==> src/rtl/branch_predictor_pkg.sv <==
// Shared definitions for the fetch-stage 2-bit saturating-counter branch predictor.
// Counter encodings, the counter reset value and the default table/history sizes.
package branch_predictor_pkg;

  localparam int BP_IDX_BITS_DEF  = 6;
  localparam int BP_HIST_BITS_DEF = 6;

  typedef enum logic [1:0] {
    BP_SNT = 2'b00,
    BP_WNT = 2'b01,
    BP_WT  = 2'b10,
    BP_ST  = 2'b11
  } bp_cnt_e;

  localparam logic [1:0] BP_CNT_RST = BP_WNT;

endpackage

==> src/rtl/bp_sat_counter2.sv <==
// Next-state logic for one 2-bit saturating counter (used once, on the BHT update path).
module bp_sat_counter2
  import branch_predictor_pkg::*;
(
  input  logic [1:0] i_cnt,
  input  logic       i_taken,
  output logic [1:0] o_cnt_next
);

  always_comb begin
    o_cnt_next = i_cnt;
    if (i_taken) begin
      if (i_cnt != BP_ST) o_cnt_next = i_cnt + 2'd1;
    end else begin
      if (i_cnt != BP_SNT) o_cnt_next = i_cnt - 2'd1;
    end
  end

endmodule

==> src/rtl/branch_predictor.sv <==
// Fetch-stage BHT of 2-bit counters, trained from EX, with resolved/mispredict counters.
// Optional gshare indexing with a non-speculative global history: define BP_GSHARE_EN.
module branch_predictor
  import branch_predictor_pkg::*;
#(
  parameter int IDX_BITS  = BP_IDX_BITS_DEF,
  parameter int HIST_BITS = BP_HIST_BITS_DEF
) (
  input  logic                i_clk,
  input  logic                i_rst_n,
  input  logic [31:0]         i_lkp_pc,
  output logic                o_pred_taken,
  output logic [IDX_BITS-1:0] o_pred_idx,
  input  logic                i_upd_valid,
  input  logic [IDX_BITS-1:0] i_upd_idx,
  input  logic                i_upd_taken,
  input  logic                i_upd_pred,
  output logic                o_mispredict,
  output logic [31:0]         o_stat_branches,
  output logic [31:0]         o_stat_mispred
);

  localparam int ENTRIES = 1 << IDX_BITS;

  // Flop array rather than RAM so the whole table resets in one cycle.
  logic [1:0]          r_bht [ENTRIES];
  logic                r_mispredict;
  logic [31:0]         r_stat_branches;
  logic [31:0]         r_stat_mispred;
  logic [IDX_BITS-1:0] w_lkp_base;
  logic [IDX_BITS-1:0] w_idx;
  logic [1:0]          w_upd_cnt;
  logic [1:0]          w_upd_cnt_next;
  logic                w_upd_miss;
  logic                w_unused_pc;

  assign w_lkp_base  = i_lkp_pc[IDX_BITS+1:2];
  assign w_unused_pc = ^{i_lkp_pc[31:IDX_BITS+2], i_lkp_pc[1:0]};

`ifdef BP_GSHARE_EN
  logic [HIST_BITS-1:0] r_ghr;

  assign w_idx = w_lkp_base ^ IDX_BITS'(r_ghr);

  always_ff @(posedge i_clk) begin
    if (!i_rst_n) r_ghr <= '0;
    else if (i_upd_valid) r_ghr <= HIST_BITS'({r_ghr, i_upd_taken});
  end
`else
  logic w_unused_hist;

  assign w_unused_hist = ^HIST_BITS;
  assign w_idx         = w_lkp_base;
`endif

  // Lookup reads the registered table: a same-cycle update to this index is not bypassed.
  assign o_pred_idx   = w_idx;
  assign o_pred_taken = r_bht[w_idx][1];

  assign w_upd_cnt  = r_bht[i_upd_idx];
  assign w_upd_miss = i_upd_taken != i_upd_pred;

  bp_sat_counter2 u_sat_counter (
    .i_cnt      (w_upd_cnt),
    .i_taken    (i_upd_taken),
    .o_cnt_next (w_upd_cnt_next)
  );

  always_ff @(posedge i_clk) begin
    if (!i_rst_n) begin
      for (int i = 0; i < ENTRIES; i++) r_bht[i] <= BP_CNT_RST;
      r_mispredict    <= 1'b0;
      r_stat_branches <= '0;
      r_stat_mispred  <= '0;
    end else begin
      r_mispredict <= i_upd_valid && w_upd_miss;
      if (i_upd_valid) begin
        r_bht[i_upd_idx] <= w_upd_cnt_next;
        r_stat_branches  <= r_stat_branches + 32'd1;
        if (w_upd_miss) r_stat_mispred <= r_stat_mispred + 32'd1;
      end
    end
  end

  assign o_mispredict    = r_mispredict;
  assign o_stat_branches = r_stat_branches;
  assign o_stat_mispred  = r_stat_mispred;

endmodule

==> config.mk <==
export PLATFORM = sky130hd
export DESIGN_NAME = branch_predictor
export DESIGN_NICKNAME = d
export VERILOG_FILES = /design/src/rtl/branch_predictor_pkg.sv /design/src/rtl/bp_sat_counter2.sv /design/src/rtl/branch_predictor.sv
export SDC_FILE = /design/constraint.sdc
export NUM_CORES = 1
export LEC_CHECK = 0
export CAP_MARGIN = 20
export CELL_PAD_IN_SITES_DETAIL_PLACEMENT = 2
export CELL_PAD_IN_SITES_GLOBAL_PLACEMENT = 2
export CORE_ASPECT_RATIO = 0.6
export CORE_MARGIN = 8
export CORE_UTILIZATION = 34
export DETAILED_ROUTE_END_ITERATION = 8
export GPL_TIMING_DRIVEN = 0
export PLACE_DENSITY_LB_ADDON = 0.12
export SYNTH_ARGS = -nofsm -noshare
export SYNTH_HDL_FRONTEND = slang
export SYNTH_SLANG_ARGS = --single-unit
==> constraint.sdc <==
create_clock -name i_clk -period 3.3 [get_ports i_clk]
set_input_delay 0.66 -clock i_clk [delete_from_list [all_inputs] [get_ports i_clk]]
set_output_delay 0.66 -clock i_clk [all_outputs]
set_load 0.05 [all_outputs]
==> results.md <==
- Outcome: complete, but fails checks
- Failing checks: negative setup slack
- Pin count of the biggest net entering global routing: 17
- Initial DRC Count: 755
- Max-capacitance violation count: 0
- Reg2reg path depth: 9
- Syn Inst Count: 933
- Fillers: 3,114
- First-pass GRT wire length: 59,480 um
- WS Path Type: in2out
- CTS Hold Buffers Added: 0
- Most frequent CP cell: mux4_2
- Critical path cell sequence: buf_16 > buf_12 > mux4_2 > mux4_2 > mux4_2 > buf_8
- Clk_lat worst skew: 0.46 ns
- CTS HTree Levels: 4
- Clk slew on worst S/H paths: 0.08 ns
- Distinct cells, synth: 53
- Worst Setup SP: i_lkp_pc[2]
- Peak VDD IR: 343.8 uV
- IO Port Bufs: 83
- Critical Path End Type: output port
- Vias after detailed routing: 8,317
- Synth async-reset ratio: 0%
- Io pins: around 120
- Root buffer cell: clkbuf_16
- Slew Limit Fails: 0
- CTS buffer count: 17
- Final wirelength: 40,430 um
- Number of global-route vias before repair: 8,696
- First-pass detailed-route iteration total: 7
- Horiz. Die Dim: 241.6 um
- Max incr delay on CP: 0.55 ns
- GRT overflow: 0
- Mean Syn Cell Area: about 11 um^2
- Die H: 151.4 um
- Residual DRC: 0
- Initial core utilization: 34.63%
- Most common cell in the netlist: edfxtp_1
- DR WL/cell: 27.67 um
- Final Non-Filler Cells: 1,461
- Max Freq: between 0.2 and 0.3 GHz
- Tightest Pin Transition: 1.153 ns
- Share of the yosys chip area belonging to registers: 49.56%
- CP endpoint: o_pred_taken
- DPL Wire Length: between 20,000 and 30,000 um
- PD cells: between 400 and 500 nW/um^2
- Setup violations, final: 1
- Fin crit share: 102.3%
- Fin crit period: 3.377 ns
- Clock sink count: 193
- CP max stage cell: mux4_2
- R2r endpoint: r_bht[33][1]$_SDFFCE_PN0P_
- Top cells by area, synth: edfxtp_1, dfxtp_1, mux4_2
- CP required: about 2.6 ns
- Antenna Cells: 0
- Avg Vias per Cell: roughly 5.7
- RSZ-0062 raised after global routing: true
- Setup ws final: -0.07664 ns
- Layout Area Growth over Synthesis: 19.87%
- Reg2Reg Setup Slack: 0.56 ns
- Sum Neg Setup Slack: -0.07664 ns
- Primary FF master, synth: edfxtp_1
- Fin util: 41.51%
- Tot GR Track Use: 22.25%
- Yosys top cell by area: edfxtp_1
- Antenna violations before repair: 1
- Row count: a little under 50
- Reg2Reg Launch Point: r_bht[38][1]$_SDFFCE_PN0P_
- Yosys reg bits: between 150 and 200
- Final #Nets: 1,085
- Hold WC Path Type: reg2reg
- Layout cells sized above 1: 18.52%
- Max FO, Critical Path: 6
- Core area: 29,980 um^2
- Worst slew margin: 23.16%
- Worst hold slack: 0.5141 ns
- Post-synth top cells: edfxtp_1, nand2_1, o21ai_0, nor2_1, dfxtp_1
- Max Clock Skew: roughly 0.014 ns
- DRT antenna net count: 0
- DP Cell Count: 1,425
- Die area: 36,560 um^2
- Post-Syn Area: 10,380 um^2
- Final GP Congestion: roughly 0.86
- CP Launch Type: input port
- Final hold vios: 0
- CTS Buffer Depth: 2
- Synth top area share: ~37%
- Syn. warnings: 0
- CTS tree: yes
- EDFF count, synth: ~130
- Net count after synthesis: 978
- CP Data Arrival Time: 2.72 ns
- Pleak: 0.003806 uW
==> critical path: cells and delay by family <==
| family | cells | cell delay (ns) |
|---|---|---|
| mux | 3 | 1.60 |
| buf+inv | 3 | 0.44 |
==> state kept, by name (all words and copies together) (netlist names) <==
| name | count |
|---|---|
| o_mispredict | 1 |
| o_stat_branches | 32 |
| o_stat_mispred | 32 |
| r_bht | 128 |
==> cell type report <==
class / instances / area [um^2] / share of cell area, %
Tap cell: 408 / 510.5 / 4.102
Multi-Input combinational cell: 636 / 4674 / 37.56
Clock buffer: 18 / 429.2 / 3.449
Sequential cell: 193 / 5145 / 41.34
Inverter: 9 / 33.78 / 0.2715
Clock inverter: 14 / 112.6 / 0.9049
Buffer: 95 / 628.1 / 5.047
Timing Repair Buffer: 88 / 910.9 / 7.320
==> stage by stage <==
stage	setup WS [ns]	power, uW	cell area (um^2)
finish	-0.07664	5454	12440
detailed placement	-1.194	3436	11750
global route	-0.1097	5622	12440
floorplan	0.0008900	3149	10390
global placement	-1.174	3421	11730
CTS	-0.07273	5477	12440
==> cells by family after synthesis <==
| logic type | share of synthesized area, % |
|---|---|
| flip-flops | 49.56 |
| adder cells (fa/ha/maj) | 0.4579 |
| XOR/XNOR | 4.387 |
| multiplexers | 11.15 |
| buffers and inverters | 5.532 |
| AND/OR/NAND/NOR | 22.30 |
| AO/OA/AOI/OAI | 6.617 |
==> cells in the final DEF, fill, tap and decap left out, types with 39 or more instances in the layout <==
master,count
mux4_2,40
and2_1,51
dfxtp_1,65
clkdlybuf4s50_1,80
o21ai_0,70
nor2_1,70
nor3_2,61
nand2_1,83
clkbuf_1,48
xnor2_1,39
edfxtp_1,128
==> repair_timing <==
| item | 4_1_cts | 5_1_grt |
|---|---|---|
| setup endpoints to repair | 133 | 22 |
| resized for setup | 35 | 12 |
| buffers inserted | 3 | 0 |
| gates cloned | 1 | 0 |
==> worst min path at each step <==
stage / startpoint / cells after the start / to
2_1_floorplan: o_stat_branches[30]$_SDFFE_PN0P_ / 2 / o_stat_branches[30]$_SDFFE_PN0P_
3_3_place_gp: o_stat_branches[30]$_SDFFE_PN0P_ / 2 / o_stat_branches[30]$_SDFFE_PN0P_
3_5_place_dp: o_stat_branches[30]$_SDFFE_PN0P_ / 2 / o_stat_branches[30]$_SDFFE_PN0P_
4_1_cts: o_stat_branches[30]$_SDFFE_PN0P_ / 2 / o_stat_branches[30]$_SDFFE_PN0P_
5_1_grt: o_stat_branches[30]$_SDFFE_PN0P_ / 2 / o_stat_branches[30]$_SDFFE_PN0P_
6_report: o_stat_branches[30]$_SDFFE_PN0P_ / 2 / o_stat_branches[30]$_SDFFE_PN0P_
==> report_power, final <==
group | leakage [uW] | internal [uW] | switching (uW)
clock | 0.000262 | 1040 | 998
sequential | 0.00167 | 2610 | 33.6
combinational | 0.00187 | 258 | 515
total | 0.00381 | 3910 | 1550
==> per-layer routing <==
| layer | up-vias | global-route usage, % | part of all wire [%] |
|---|---|---|---|
| li1 | 3608 | - | - |
| met1 | 4339 | 32.32 | 49 |
| met2 | 330 | 32.34 | 42 |
| met3 | 40 | 6.305 | 8.2 |
| met4 | 0 | 5.109 | 1.4 |
| met5 | - | 0 | 0 |
Note: power is estimated with default switching activity, not from simulation.
